==> config.mk <==
export PLATFORM = sky130hd
export DESIGN_NAME = ram_arbiter
export DESIGN_NICKNAME = d
export VERILOG_FILES = /design/src/rtl/ram_arbiter_pkg.sv /design/src/rtl/ram_arbiter_byte_merge.sv /design/src/rtl/ram_arbiter.sv
export SDC_FILE = /design/constraint.sdc
export NUM_CORES = 1
export LEC_CHECK = 0
export CAP_MARGIN = 20
export CORE_ASPECT_RATIO = 1.1
export CORE_UTILIZATION = 55
export CTS_BUF_LIST = sky130_fd_sc_hd__clkbuf_2
export CTS_CLUSTER_SIZE = 30
export DETAILED_ROUTE_END_ITERATION = 12
export DONT_BUFFER_PORTS = 1
export PLACE_DENSITY = 0.74
export SYNTH_ARGS = -nofsm -noshare
export SYNTH_HDL_FRONTEND = slang
export SYNTH_HIERARCHICAL = 1
export SYNTH_SLANG_ARGS = --single-unit
==> constraint.sdc <==
create_clock -name clk -period 6.16 [get_ports clk]
set_input_delay 1.848 -clock clk [delete_from_list [all_inputs] [get_ports clk]]
set_output_delay 1.848 -clock clk [all_outputs]
set_load 0.01 [all_outputs]
==> src/rtl/ram_arbiter_pkg.sv <==
// Shared types and constants for the RAM arbiter: FSM encoding, byte-enable
// constants and the sub-word-store classifier.
package ram_arbiter_pkg;

   localparam int BE_W   = 4;
   localparam int CNT_W  = 4;

   typedef logic [BE_W-1:0] be_t;

   localparam be_t BE_ALL  = 4'hF;
   localparam be_t BE_NONE = 4'h0;

   typedef enum logic {
      ARB_IDLE   = 1'b0,
      ARB_RMW_WR = 1'b1
   } arb_state_t;

   // A store that touches some but not all lanes needs a read-modify-write.
   function automatic logic be_partial(be_t be);
      return (be != BE_ALL) && (be != BE_NONE);
   endfunction

endpackage

==> src/rtl/ram_arbiter_byte_merge.sv <==
// Per-lane byte merge: each byte comes from the new word when its enable is
// set, otherwise from the old word. Purely combinational.
module byte_merge
   import ram_arbiter_pkg::*;
#(
   parameter int DATA_W = 32
) (
   input  logic [DATA_W-1:0] old_word,
   input  logic [DATA_W-1:0] new_word,
   input  be_t               be,
   output logic [DATA_W-1:0] merged
);

   always_comb begin
      // NOTE: assigning a full default first keeps every bit driven on every
      // path, so no latch is inferred for the lanes the loop leaves alone.
      merged = old_word;
      for (int k = 0; k < BE_W; k++) begin
         if (be[k]) begin
            merged[k*8 +: 8] = new_word[k*8 +: 8];
         end
      end
   end

endmodule

==> src/rtl/ram_arbiter.sv <==
// Shares one word-addressed RAM between instruction fetch and load/store,
// with a fetch starvation guard and read-modify-write for sub-word stores.
module ram_arbiter
   import ram_arbiter_pkg::*;
#(
   parameter int DATA_W     = 32,
   parameter int ADDR_W     = 32,
   parameter int STARVE_MAX = 4
) (
   input  logic              clk,
   input  logic              rst,

   input  logic              if_req_i,
   input  logic [ADDR_W-1:0] if_addr_i,
   output logic              if_gnt_o,
   output logic              if_rvalid_o,
   output logic [DATA_W-1:0] if_rdata_o,

   input  logic              ls_req_i,
   input  logic              ls_we_i,
   input  be_t               ls_be_i,
   input  logic [ADDR_W-1:0] ls_addr_i,
   input  logic [DATA_W-1:0] ls_wdata_i,
   output logic              ls_gnt_o,
   output logic              ls_rvalid_o,
   output logic [DATA_W-1:0] ls_rdata_o,

   output logic              ram_we_o,
   output logic [ADDR_W-1:0] ram_waddr_o,
   output logic [DATA_W-1:0] ram_wdata_o,
   output logic [ADDR_W-1:0] ram_raddr_o,
   input  logic [DATA_W-1:0] ram_rdata_i,

   output logic              busy_o
);

   localparam logic [ADDR_W-1:0] WORD_MASK = ~ADDR_W'(3);
   localparam logic [CNT_W-1:0]  CNT_MAX   = CNT_W'(STARVE_MAX);

   arb_state_t        state;
   logic [CNT_W-1:0]  starve_cnt;
   logic [ADDR_W-1:0] raddr_q;
   logic [ADDR_W-1:0] rmw_addr_q;
   logic [DATA_W-1:0] rmw_data_q;

   logic              idle;
   logic              starve_hit;
   logic              ls_full_wr;
   logic              ls_part_wr;
   logic [ADDR_W-1:0] if_addr_al;
   logic [ADDR_W-1:0] ls_addr_al;
   logic [DATA_W-1:0] merged_word;

   assign if_addr_al = if_addr_i & WORD_MASK;
   assign ls_addr_al = ls_addr_i & WORD_MASK;

   // Grants are combinational from the requests, so they are also gated by
   // reset to keep every output quiet while rst is low.
   assign idle       = rst && (state == ARB_IDLE);
   assign starve_hit = (starve_cnt == CNT_MAX);
   assign if_gnt_o   = idle && if_req_i && (!ls_req_i || starve_hit);
   assign ls_gnt_o   = idle && ls_req_i && !(if_req_i && starve_hit);

   assign ls_full_wr = ls_gnt_o && ls_we_i && (ls_be_i == BE_ALL);
   assign ls_part_wr = ls_gnt_o && ls_we_i && be_partial(ls_be_i);

   byte_merge #(.DATA_W(DATA_W)) u_byte_merge (
      .old_word (ram_rdata_i),
      .new_word (ls_wdata_i),
      .be       (ls_be_i),
      .merged   (merged_word)
   );

   always_comb begin
      ram_raddr_o = raddr_q;
      if (if_gnt_o) begin
         ram_raddr_o = if_addr_al;
      end else if (ls_gnt_o) begin
         ram_raddr_o = ls_addr_al;
      end
   end

   always_comb begin
      ram_we_o    = 1'b0;
      ram_waddr_o = '0;
      ram_wdata_o = '0;
      if (ls_full_wr) begin
         ram_we_o    = 1'b1;
         ram_waddr_o = ls_addr_al;
         ram_wdata_o = ls_wdata_i;
      end else if (rst && (state == ARB_RMW_WR)) begin
         ram_we_o    = 1'b1;
         ram_waddr_o = rmw_addr_q;
         ram_wdata_o = rmw_data_q;
      end
   end

   // NOTE: every register here uses non-blocking assignment so all state
   // updates see the pre-edge values, independent of statement order.
   always_ff @(posedge clk or negedge rst) begin
      if (!rst) begin
         state       <= ARB_IDLE;
         starve_cnt  <= '0;
         raddr_q     <= '0;
         rmw_addr_q  <= '0;
         rmw_data_q  <= '0;
         busy_o      <= 1'b0;
         if_rvalid_o <= 1'b0;
         if_rdata_o  <= '0;
         ls_rvalid_o <= 1'b0;
         ls_rdata_o  <= '0;
      end else begin
         if_rvalid_o <= if_gnt_o;
         ls_rvalid_o <= (ls_gnt_o && !ls_part_wr) || (state == ARB_RMW_WR);

         if (if_gnt_o || ls_gnt_o) begin
            raddr_q <= ram_raddr_o;
         end
         if (if_gnt_o) begin
            if_rdata_o <= ram_rdata_i;
         end
         if (ls_gnt_o && !ls_part_wr) begin
            ls_rdata_o <= ls_we_i ? '0 : ram_rdata_i;
         end

         case (state)
            ARB_IDLE: begin
               if (ls_part_wr) begin
                  state      <= ARB_RMW_WR;
                  busy_o     <= 1'b1;
                  rmw_addr_q <= ls_addr_al;
                  rmw_data_q <= merged_word;
               end
               if (!if_req_i || if_gnt_o) begin
                  starve_cnt <= '0;
               end else if (ls_gnt_o && (starve_cnt < CNT_MAX)) begin
                  starve_cnt <= starve_cnt + 1'b1;
               end
            end
            ARB_RMW_WR: begin
               // Write cycle of the RMW; the counter holds and no grant issues.
               state      <= ARB_IDLE;
               busy_o     <= 1'b0;
               ls_rdata_o <= '0;
            end
            default: begin
               state  <= ARB_IDLE;
               busy_o <= 1'b0;
            end
         endcase
      end
   end

endmodule

==> results of run 1 <==
through the flow:
stage | util [%] | cells | power (mW) | setup WS, ps
floorplan | - | 669 | 1.79 | 1120
global placement | 56.9 | 816 | 1.85 | 878
detailed placement | 56.9 | 816 | 1.88 | 857
CTS | 58.2 | 848 | 2.35 | 857
global route | 58.2 | 849 | 2.45 | 648
finish | 58.2 | 849 | 2.33 | 720
worst min path at each step:
stage	end	slack [ps]	depth (start not counted)
after floorplan	raddr_q[0]	440	1
after CTS	raddr_q[0]	520	1
after global routing	raddr_q[27]	540	2
after global placement	raddr_q[0]	460	1
after detailed placement	raddr_q[0]	460	1
final	raddr_q[6]	520	2
power groups by stage:
| stage | logic, mW | registers [mW] | clock network, mW |
|---|---|---|---|
| final | 0.413 | 1.45 | 0.473 |
| after global routing | 0.449 | 1.47 | 0.536 |
| after CTS | 0.416 | 1.45 | 0.492 |
| after detailed placement | 0.412 | 1.46 | 0 |
| after global placement | 0.397 | 1.45 | 0 |
| after floorplan | 0.372 | 1.42 | 0 |
per-layer routing:
metal	share of wire [%]	vias to the layer above	GRT usage (%)
met5	0	-	0
met4	2.0	0	10.4
met2	51	285	45.3
li1	-	2306	-
met1	38	2745	31.0
met3	8.2	35	8.04
synthesized netlist by cell type (all sizes together), types with 3 or more instances:
| library cell | count | area share [%] |
|---|---|---|
| a22o | 94 | 10 |
| a22oi | 30 | 2.8 |
| and2 | 6 | 0.47 |
| buf | 32 | 3.3 |
| clkbuf | 19 | 0.90 |
| dfrtp | 166 | 52 |
| inv | 6 | 0.28 |
| mux2 | 94 | 18 |
| nand2 | 191 | 9.0 |
| nor2 | 3 | 0.14 |
| nor2b | 3 | 0.27 |
critical path, stage by stage:
cell and delay (ps):
nor2b_2 290, o311a_1 230, and3_2 530, buf_12 310
a22o_1 270
layout by cell type (no fill, tap or decap), types with 4 or more instances in the layout:
cell type,count
buf_4,8
clkbuf_2,18
and2_1,5
clkinvlp_4,4
a22oi_1,30
inv_1,4
nand2_1,191
clkinv_2,4
dfrtp_1,166
mux2_4,90
a22o_1,94
mux2_2,4
area by class of cell:
class,count,area [um^2],share of cell area [%]
well taps,188,235,2.89
inverters,6,22.5,0.277
flip-flops and latches,166,4150,51.1
repair buffers,10,100,1.23
clock buffers,18,90.1,1.11
diodes,1,2.50,0.0308
multi-input cells,446,3430,42.3
clock inverters,14,87.6,1.08
cells by family after synthesis:
family,count (synthesis)
and+or+nand+nor,213
DFF,166
AOI/OAI and AO/OA,135
muxes,94
buffers and inverters,57
adders and majority gates,2
other,1
flip-flops by register name, summed over array words and instances, names as in the netlist:
signal       flops
raddr_q         32
ls_rvalid_o      1
busy_o           1
starve_cnt       4
ls_rdata_o      32
rmw_data_q      32
rmw_addr_q      30
if_rdata_o      32
if_rvalid_o      1
state            1
==> summary.txt, run 1 <==
Clock slew at reported path FFs = 210 ps
Seq pwr share = 62.0%
Starting density of the core = 56.8%
Post-Synth XOR/XNOR Area = 0%
Synth Warn # = 6
Mapped Cells = 668
Post-synth cell types = 38
Crit. End Element = primary output
Die X = 116 um
Post-synthesis adder-cell area fraction = 0.316%
R2R setup slack = 3220 ps
DR iter-0 viols = 280
Core Area = 14000 um^2
Power density over the cells = 287 nW/um^2
Final Setup Violations = 0
CTS Buffer Depth = 2
Hold_sp = raddr_q[6]
Vias post-DR = 5371
Mux cell area share after synthesis = 17.6%
Filler cells = 1176
Sequential area share after synthesis = 52.4%
ANT nets after route = 0
Final instance area = 8130 um^2
R2R depth = 6
Post-DP HPWL = 13100 um
H-tree levels = 4
Largest net degree at the start of global routing = 170
Port bufs = 0
First-pass GRT wire length = 29600 um
Gpl congestion = 0.851
Die area = 14900 um^2
Fmax achieved = 184 MHz
FF-to-FF Start = state
Clock Sinks = 166
CTS root buffer = clkbuf_2
DR WL/cell = 23.5 um
Hold slack = 524 ps
Worst clock skew = 25.9 ps
GR Overflow Total = 0
Synth Area per Inst = 11.9 um^2
Max_cap viols = 0
Switching pwr = 0.707 mW
DRC viols = 0
Pre-antenna DRT Iters = 4
CP Max Fanout = 169
RSZ-0062 raised after global routing = false
CP startpoint = rst
Post-Route WL = 19900 um
Largest family of logic cells by synthesized area = multiplexers
Vias/cell = 6.33
Layout cell share with drive strength beyond 1 = 21.7%
CTS tree = yes
Combinational fraction of design power = 17.7%
Hold Path Class = reg -> reg
Post-synth EDFFs = 0
All-Layer GR Usage = 26.5%
CTS resizes = 0
Fin crit share = 88.3%
Setup crit end = ram_waddr_o[17]
Req. time, crit path = 4310 ps
Setup Fix Bufs, Post-CTS = 0
Setup TNS = 0 ps
Slew Limit Headroom = 32.2%
Die Y = 128 um
Status = complete, no violations
Worst-skew pair later-pin latency = 700 ps
CP arrival = 3590 ps
Placed instance area = 7950 um^2
Internal = 1.63 mW
IR drop worst, VDD = 0.166 mV
Ys flop type = dfrtp_1
Post-Synth Simple-Gate Area = 10.8%
Clock power share = 20.3%
Slew of the pin with the lowest slew margin = 1010 ps
Slew Viols, Final = 0
# rows = 45
Compound-cell area share of the yosys netlist = 14.4%
#FFs+latches synth = 166
Switch share = 30.3%
Async SR Flop Fraction = 100%
Initial antenna violation count = 1
Lkg Pwr = 4.05 nW
CP Launch Type = input port
Area growth, synth to finish = 2.48%
Crit Path Class = in -> out
Final hold vios = 0
Area of the mapped netlist = 7930 um^2
Minimum clock period = 5440 ps
Hold buffers post-CTS = 0
Worst R2R End = rmw_data_q[31]
Number of CTS-inserted buffers = 17
Nets = 786
Vias in the first global route = 5513
# IOs = 303
(Power assumes the default switching activity.)
==> run 2: changes to the inputs <==
- CELL_PAD_IN_SITES_DETAIL_PLACEMENT: unset -> 0
- CELL_PAD_IN_SITES_GLOBAL_PLACEMENT: unset -> 1
- CORE_UTILIZATION: 55 -> 54
- PLACE_DENSITY: 0.74 -> 0.91
==> run 2 against run 1 <==
Against the previous run: clock skew rose by 21 ps; sequential power barely moved; die area rose by 1.8%; non-clock buffer count rose by 2; critical endpoint is now ram_raddr_o[17]; largest cell class unchanged.
==> summary.txt, run 2 (synthesis gave the netlist of run 1 again) <==
CP Max Fanout = 169 (unchanged)
Largest net degree at the start of global routing = 170 (unchanged)
Pre-CTS setup slack = 841 ps (was 857 ps)
GR Overflow Total = 0 (unchanged)
Die area = 15200 um^2 (was 14900 um^2)
Crit. End Element = primary output (unchanged)
CTS tree = yes (unchanged)
Slew of the pin with the lowest slew margin = 1040 ps (was 1010 ps)
Power density over the cells = 304 nW/um^2 (was 287 nW/um^2)
Fin crit share = 88.2% (was 88.3%)
Nets = 788 (was 786)
Antenna Cells = 0 (was 1)
Lkg Pwr = 4.09 nW (was 4.05 nW)
Filler cells = 1196 (was 1176)
Hold buffers post-CTS = 0 (unchanged)
Final instance area = 8210 um^2 (was 8130 um^2)
Clock slew at reported path FFs = 230 ps (was 210 ps)
DRC viols = 0 (unchanged)
Port bufs = 0 (unchanged)
CTS resizes = 0 (unchanged)
Status = complete, no violations (unchanged)
Max_cap viols = 0 (unchanged)
First-pass GRT wire length = 30500 um (was 29600 um)
Final hold vios = 0 (unchanged)
Hold Path Class = reg -> reg (unchanged)
ANT nets after route = 0 (unchanged)
Worst clock skew = 46.7 ps (was 25.9 ps)
H-tree levels = 4 (unchanged)
CP arrival = 3580 ps (was 3590 ps)
Minimum clock period = 5430 ps (was 5440 ps)
CP startpoint = rst (unchanged)
Gpl congestion = 0.835 (was 0.851)
Fmax achieved = 184 MHz (about the same)
# rows = 46 (was 45)
Worst-skew pair later-pin latency = 710 ps (was 700 ps)
Number of CTS-inserted buffers = 17 (unchanged)
Setup TNS = 0 ps (unchanged)
Setup Fix Bufs, Post-CTS = 0 (unchanged)
FF-to-FF Start = state (unchanged)
Die Y = 129 um (was 128 um)
RSZ-0062 raised after global routing = false (unchanged)
Final Setup Violations = 0 (unchanged)
Placed instance area = 7940 um^2 (was 7950 um^2)
DR WL/cell = 23.2 um (was 23.5 um)
Clock Sinks = 166 (unchanged)
Initial antenna violation count = 0 (was 1)
# IOs = 303 (unchanged)
Post-DP HPWL = 13100 um (about the same)
Final worst setup slack = 727 ps (was 720 ps)
CP Launch Type = input port (unchanged)
All-Layer GR Usage = 26.0% (was 26.5%)
Vias/cell = 6.20 (was 6.33)
CTS Buffer Depth = 2 (unchanged)
Placed insts = 822 (was 816)
Slew Viols, Final = 0 (unchanged)
Vias in the first global route = 5584 (was 5513)
Area growth, synth to finish = 3.49% (was 2.48%)
Post-Route WL = 19800 um (was 19900 um)
Die X = 118 um (was 116 um)
Most frequent cells in the layout = 191 x nand2_1, 166 x dfrtp_1, 94 x a22o_1, 90 x mux2_4, 30 x a22oi_1 (unchanged)
Most common cell after layout, fill and taps aside = nand2_1 (unchanged)
IR drop worst, VDD = 0.128 mV (was 0.166 mV)
Vias post-DR = 5293 (was 5371)
Layout cell share with drive strength beyond 1 = 22.4% (was 21.7%)
Non-Filler Instances = 854 (was 849)
Req. time, crit path = 4310 ps (about the same)
Starting density of the core = 55.1% (was 56.8%)
Hold_sp = raddr_q[1] (was raddr_q[6])
Pre-antenna DRT Iters = 5 (was 4)
DR iter-0 viols = 329 (was 280)
Crit Path Class = in -> out (unchanged)
CTS root buffer = clkbuf_2 (unchanged)
Core Area = 14400 um^2 (was 14000 um^2)
Slew Limit Headroom = 30.7% (was 32.2%)
[run 2: worst max-delay path, cell delays in order]
cell and delay (ps):
nor2b_2 280, a21boi_0 340, nand2_1 140, inv_2 490, nand2_1 220, nand2_1 150
[run 2: cell type report]
class                      instances  area, um^2  area share, %
clock buffer                      19        95.1           1.16
clock inverter                    13         170           2.07
inverter                           6        22.5          0.274
multi-input combinational        446        3430           41.9
sequential                       166        4150           50.6
tap                              192         240           2.93
timing repair buffer              12        90.1           1.10
[run 2: metrics by stage]
stage               util [%]  hold slack, ps  total power [mW]
CTS                     57.0             522              2.51
global placement        55.2             461              1.85
floorplan                  -             444              1.79
detailed placement      55.2             466              1.88
global route            57.0             541              2.62
finish                  57.0             522              2.49
[run 2: where the power goes]
group          internal [mW]  total (mW)  switching [mW]  leakage, nW
registers               1.29        1.45           0.159         2.06
logic                  0.238       0.410           0.172         1.88
clock network          0.235       0.633           0.398        0.151
[run 2: layer usage]
metal	track usage [%]	wire, um	share of wire (%)	vias up
met2	44.5	10100	51	273
met5	0	0	0	-
met4	9.73	470	2.4	0
li1	-	-	-	2307
met3	8.89	1640	8.3	34
met1	30.6	7660	39	2679
[run 2: path summary, 6_finish.rpt]
kind	to	depth (start not counted)	slack [ps]
max	ram_raddr_o[17]	6	730
max in group asynchronous	rmw_addr_q[26]	0	5060
min	raddr_q[1]	1	520
min in group asynchronous	rmw_data_q[16]	0	790
min reg2reg	raddr_q[1]	1	520
max reg2reg	rmw_data_q[31]	6	3100
